File: src/rtl/axi_wr_arbiter.sv
// Two-requester AXI3 write arbiter in front of a shared HP port.
// One burst is owned at a time, from its AW handshake through its B handshake.
// Winner selection is round-robin (RR_EN=1) or fixed priority to port 0 (RR_EN=0).
// All payload and handshake paths are combinational muxes. The only added
// latency is the single cycle spent registering the grant in ST_IDLE.
module axi_wr_arbiter #(
    parameter int unsigned RR_EN = 1
) (
    input  logic        aclk,
    input  logic        rst_i,

    // requester 0
    input  logic [31:0] s0_awaddr,
    input  logic [3:0]  s0_awlen,
    input  logic [2:0]  s0_awsize,
    input  logic [1:0]  s0_awburst,
    input  logic        s0_awvalid,
    output logic        s0_awready,
    input  logic [63:0] s0_wdata,
    input  logic [7:0]  s0_wstrb,
    input  logic        s0_wlast,
    input  logic        s0_wvalid,
    output logic        s0_wready,
    output logic        s0_bvalid,
    output logic [1:0]  s0_bresp,
    input  logic        s0_bready,

    // requester 1
    input  logic [31:0] s1_awaddr,
    input  logic [3:0]  s1_awlen,
    input  logic [2:0]  s1_awsize,
    input  logic [1:0]  s1_awburst,
    input  logic        s1_awvalid,
    output logic        s1_awready,
    input  logic [63:0] s1_wdata,
    input  logic [7:0]  s1_wstrb,
    input  logic        s1_wlast,
    input  logic        s1_wvalid,
    output logic        s1_wready,
    output logic        s1_bvalid,
    output logic [1:0]  s1_bresp,
    input  logic        s1_bready,

    // shared HP port
    output logic [31:0] m_awaddr,
    output logic [3:0]  m_awlen,
    output logic [2:0]  m_awsize,
    output logic [1:0]  m_awburst,
    output logic        m_awvalid,
    input  logic        m_awready,
    output logic [63:0] m_wdata,
    output logic [7:0]  m_wstrb,
    output logic        m_wlast,
    output logic        m_wvalid,
    input  logic        m_wready,
    input  logic        m_bvalid,
    input  logic [1:0]  m_bresp,
    output logic        m_bready,

    // status
    output logic [1:0]  grant_o,
    output logic        busy_o,
    output logic [1:0]  err_o,
    input  logic        clr_err_i
);

    typedef enum logic [1:0] {
        ST_IDLE = 2'd0,
        ST_ADDR = 2'd1,
        ST_DATA = 2'd2,
        ST_RESP = 2'd3
    } state_t;

    state_t      state;
    logic [1:0]  grant;
    logic        last_r;
    logic [1:0]  err_r;

    logic [1:0]  req;
    logic [1:0]  win;
    logic [1:0]  err_set;
    logic        sel1;
    logic        aw_hs;
    logic        w_done;
    logic        b_hs;

    // Winner for the next burst. last_r names the port that finished most recently.
    always_comb begin
        req = {s1_awvalid, s0_awvalid};
        win = 2'b00;
        case (req)
            2'b01:   win = 2'b01;
            2'b10:   win = 2'b10;
            2'b11:   win = (RR_EN != 0 && !last_r) ? 2'b10 : 2'b01;
            default: win = 2'b00;
        endcase
    end

    assign sel1 = grant[1];

    // Route the owned channel between the granted requester and the HP port.
    // Everything else is forced to zero.
    always_comb begin
        m_awaddr   = '0;
        m_awlen    = '0;
        m_awsize   = '0;
        m_awburst  = '0;
        m_awvalid  = 1'b0;
        m_wdata    = '0;
        m_wstrb    = '0;
        m_wlast    = 1'b0;
        m_wvalid   = 1'b0;
        m_bready   = 1'b0;
        s0_awready = 1'b0;
        s1_awready = 1'b0;
        s0_wready  = 1'b0;
        s1_wready  = 1'b0;
        s0_bvalid  = 1'b0;
        s1_bvalid  = 1'b0;
        s0_bresp   = '0;
        s1_bresp   = '0;
        case (state)
            ST_ADDR: begin
                m_awaddr   = sel1 ? s1_awaddr  : s0_awaddr;
                m_awlen    = sel1 ? s1_awlen   : s0_awlen;
                m_awsize   = sel1 ? s1_awsize  : s0_awsize;
                m_awburst  = sel1 ? s1_awburst : s0_awburst;
                m_awvalid  = sel1 ? s1_awvalid : s0_awvalid;
                s0_awready = grant[0] & m_awready;
                s1_awready = grant[1] & m_awready;
            end
            ST_DATA: begin
                m_wdata   = sel1 ? s1_wdata  : s0_wdata;
                m_wstrb   = sel1 ? s1_wstrb  : s0_wstrb;
                m_wlast   = sel1 ? s1_wlast  : s0_wlast;
                m_wvalid  = sel1 ? s1_wvalid : s0_wvalid;
                s0_wready = grant[0] & m_wready;
                s1_wready = grant[1] & m_wready;
            end
            ST_RESP: begin
                m_bready  = sel1 ? s1_bready : s0_bready;
                s0_bvalid = grant[0] & m_bvalid;
                s1_bvalid = grant[1] & m_bvalid;
                s0_bresp  = grant[0] ? m_bresp : 2'b00;
                s1_bresp  = grant[1] ? m_bresp : 2'b00;
            end
            default: begin
            end
        endcase
    end

    // m_ valids and m_bready are already gated to their owning state above.
    // Data end follows wlast alone; beats are not counted against awlen.
    assign aw_hs   = m_awvalid & m_awready;
    assign w_done  = m_wvalid & m_wready & m_wlast;
    assign b_hs    = m_bvalid & m_bready;
    assign err_set = (b_hs && m_bresp != 2'b00) ? grant : 2'b00;

    // Burst ownership FSM. The grant is held from arbitration until the B handshake.
    always_ff @(posedge aclk or posedge rst_i) begin
        if (rst_i) begin
            state  <= ST_IDLE;
            grant  <= '0;
            last_r <= 1'b1;
        end else begin
            case (state)
                ST_IDLE: begin
                    if (win != 2'b00) begin
                        grant <= win;
                        state <= ST_ADDR;
                    end
                end
                ST_ADDR: begin
                    if (aw_hs) begin
                        state <= ST_DATA;
                    end
                end
                ST_DATA: begin
                    if (w_done) begin
                        state <= ST_RESP;
                    end
                end
                ST_RESP: begin
                    if (b_hs) begin
                        state  <= ST_IDLE;
                        grant  <= '0;
                        last_r <= grant[1];
                    end
                end
                default: state <= ST_IDLE;
            endcase
        end
    end

    // Sticky error flags. A new error outranks a clear in the same cycle.
    always_ff @(posedge aclk or posedge rst_i) begin
        if (rst_i) begin
            err_r <= '0;
        end else begin
            err_r <= (clr_err_i ? 2'b00 : err_r) | err_set;
        end
    end

    assign grant_o = grant;
    assign busy_o  = (state != ST_IDLE);
    assign err_o   = err_r;

endmodule

File: config.mk
export PLATFORM = sky130hd
export DESIGN_NAME = axi_wr_arbiter
export DESIGN_NICKNAME = d
export VERILOG_FILES = /design/src/rtl/axi_wr_arbiter.sv
export SDC_FILE = /design/constraint.sdc
export NUM_CORES = 1
export LEC_CHECK = 0
export BUFFER_PORTS_ARGS = -buffer_cell sky130_fd_sc_hd__buf_2
export CORE_AREA = 2 2 144 146
export CTS_CLUSTER_DIAMETER = 200
export DETAILED_ROUTE_END_ITERATION = 8
export DIE_AREA = 0 0 146 148
export PLACE_DENSITY_LB_ADDON = 0.05
export SLEW_MARGIN = 20
export SYNTH_ARGS = -nofsm -noshare
export SYNTH_HDL_FRONTEND = slang
export SYNTH_SLANG_ARGS = --single-unit
File: constraint.sdc
create_clock -name aclk -period 1.6 [get_ports aclk]
set_input_delay 0.48 -clock aclk [delete_from_list [all_inputs] [get_ports aclk]]
set_output_delay 0.48 -clock aclk [all_outputs]
set_load 0.005 [all_outputs]
==> impl_results.md <==
- Outcome: finished, violations left
- Failing checks: negative setup slack
- Post-synthesis sequential area ratio: 0.0692
- Post-Place Cell Area: 5010 sq um
- Clock tree buffer depth: 2
- Via count: approximately 4000
- Pint: 5.95 mW
- Reg2Reg Launch Point: state[0]
- Combinational Power Share: 0.919
- Clk pin slew, worst setup/hold paths: 0.04 ns
- Critical path type: reg2out
- Setup WS post-layout: -0.440 ns
- Bufs and invs on worst path: 3
- Sw Ratio: 0.382
- WP data arrival: about 1.6 ns
- Port bufs: approximately 370
- CP max stage cell: dfrtp_4
- Clk sinks: 7
- Area grow syn2layout: 155%
- Commonest non-fill, non-tap cells in the layout: buf_2 (359), mux2i_1 (88), nor2b_1 (71)
- Synth Area per Inst: 7.97 sq um
- H-tree Lvls: 1
- Crit-path max FO: 7
- Detail Route Antenna Nets: 0
- Dpl cells: 967
- Die area: 21600 sq um
- Register-to-Register Path Depth: 9
- Syn Std Cell Area: 2550 sq um
- Yosys cell types: 27
- Max-slew violations: 0
- HP Class: in2async
- Setup slack, reg-to-reg: -0.28 ns
- Worst rel slew slack: 0.809
- Required @ worst endpoint: between 1 and 1.5 ns
- GRT Total Usage: 0.135
- Detailed Place HPWL: 12700 microns
- Final instance area: roughly 6500 sq um
- Post-layout net count: 992
- Kind of cell adding the most delay to the critical path: flip-flops
- CTS Buf Count: 3
- Vias per cell: roughly 3.9
- Residual DRC: 0
- Asr flop ratio synth: 1.00
- Cells after Synth: 320
- TritonCTS clock tree: built
- Crit. End Element: output port
- Synth Flop Type: dfrtp_1
- CTS root buf: clkbuf_16
- Max-cap violations: 0
- Pre-CTS worst setup slack: -0.192 ns
- Critical Path Start Type: flop
- Tcrit/Tclk final: 1.27
- Seq pwr share: 0.036
- Worst slew pin tran: 0.279 ns
- RSZ-0062 raised after global routing: true
- Finished Layout Cells: 1015
- First-pass GRT wire length: 22900 microns
- Critical path depth in cells: 5
- Final wirelength: 17400 microns
- Die Y: 148 microns
- Reg2reg end: state[1]
- Switching pwr: 3.68 mW
- Critical Path, Cell by Cell: buf_12 -> buf_12 -> mux2i_1 -> nor2b_1 -> buf_2
- Number of diodes: 0
- Lkg Pwr: 3.29 nW
- Yosys warnings: 0
- GPL Wtd Cong: 0.819
- Power density cells: between 1000 and 1500 nW/um^2
- Io pins: 374
- Net Count, Synth: 566
- Overall Power: 9.63 mW
- Initial antenna violation count: 0
- Starting Density: 0.127
- Std cell rows: 52
- DIE WIDTH: 146 microns
- Final setup vio count: 134
- Synthesized flop and latch total: 7
- Later-pin clock latency in the skew report: 0.24 ns
- DR iter-0 viols: 77
- Setup TNS: -42.55 ns
- Clock power share: 0.045
- Grt ovf: 0
- Max Fclk: about 500 MHz
- Slowest cell delay on critical path: 0.52 ns
- Core region area: 20000 sq um
- Hold Fails Final Rpt: 0
- EDFF count, synth: 0
- Share of layout cells above drive strength 1: 0.742
- Tmin final: 2.04 ns
- Vias in the first global route: 4008
- Peak supply drop: 0.000533 V
- Layout Skew: 0.00961 ns
- Largest net degree at the start of global routing: 23
- Routed len/inst: about 17 microns
- Most used cell, CP: buf_12
- Pre-antenna DRT Iters: 4
- Commonest non-fill, non-tap cell in the layout: buf_2
==> power groups by stage <==
stage               logic [mW]  registers, mW  clock network, mW
floorplan                 3.02          0.297                  0
global placement          5.52          0.330                  0
detailed placement        5.50          0.329                  0
CTS                       7.40          0.340              0.440
global route              9.45          0.358              0.452
finish                    8.85          0.345              0.434
==> synthesized netlist by cell type (2+ instances only) <==
library cell / count / area share
nand2_1: 4 / 0.0059
mux2i_1: 117 / 0.46
o21ai_0: 4 / 0.0078
clkbuf_1: 14 / 0.021
ha_1: 4 / 0.020
o22ai_1: 2 / 0.0049
buf_4: 9 / 0.026
nor2b_1: 117 / 0.29
and3_1: 10 / 0.025
nand2b_1: 2 / 0.0049
buf_2: 5 / 0.0098
nand4_1: 2 / 0.0049
nand4b_1: 3 / 0.010
inv_1: 9 / 0.013
dfrtp_1: 6 / 0.059
==> what timing repair did <==
item                       CTS  global route
resized for setup           43           142
pin swaps                    2            10
hold buffers                 0             0
setup endpoints to repair  133           135
buffers inserted            19            17
cloned                       9             8
==> cell type report <==
cell class / instances / area (sq um)
flip-flops and latches: 7 / 181
fillers: 2152 / 13500
inverters: 9 / 36.3
multi-input cells: 276 / 2800
clock buffers: 3 / 75.1
repair buffers: 449 / 3080
well taps: 270 / 338
clock inverters: 1 / 5.00
==> worst max-delay path by stage <==
stage	startpoint	to	slack, ns
finish	grant_o[1]	m_wdata[63]	-0.44
CTS	grant_o[1]	m_wdata[63]	-0.43
detailed placement	state[0]	m_wdata[63]	-0.19
global route	grant_o[1]	m_wdata[54]	-0.50
floorplan	grant_o[1]	m_awaddr[0]	-0.006
global placement	grant_o[1]	m_wdata[63]	-0.24
==> metal layers <==
layer	vias to the layer above	part of all wire	GRT usage
met1	1814	0.38	0.147
met3	20	0.060	0.0265
met2	185	0.54	0.270
met5	-	0	0
met4	0	0.019	0.0243
li1	1952	-	-
==> logic make-up after synthesis <==
group,synth area share
DFF,0.0692
muxes,0.463
buffers and inverters,0.0701
and+or+nand+nor,0.350
AOI/OAI and AO/OA,0.0280
adders and majority gates,0.0196
==> state kept, by name, summed over array words and instances (netlist names) <==
signal,cells
last_r,1
err_o,2
state,2
grant_o,2
==> per-stage QoR <==
stage | utilization | hold WS, ns
after floorplan | - | 0.283
after global placement | 0.250 | 0.447
after CTS | 0.285 | 0.192
after global routing | 0.325 | 0.200
after detailed placement | 0.250 | 0.442
final | 0.325 | 0.183
Power figures use the tool's default switching activity.
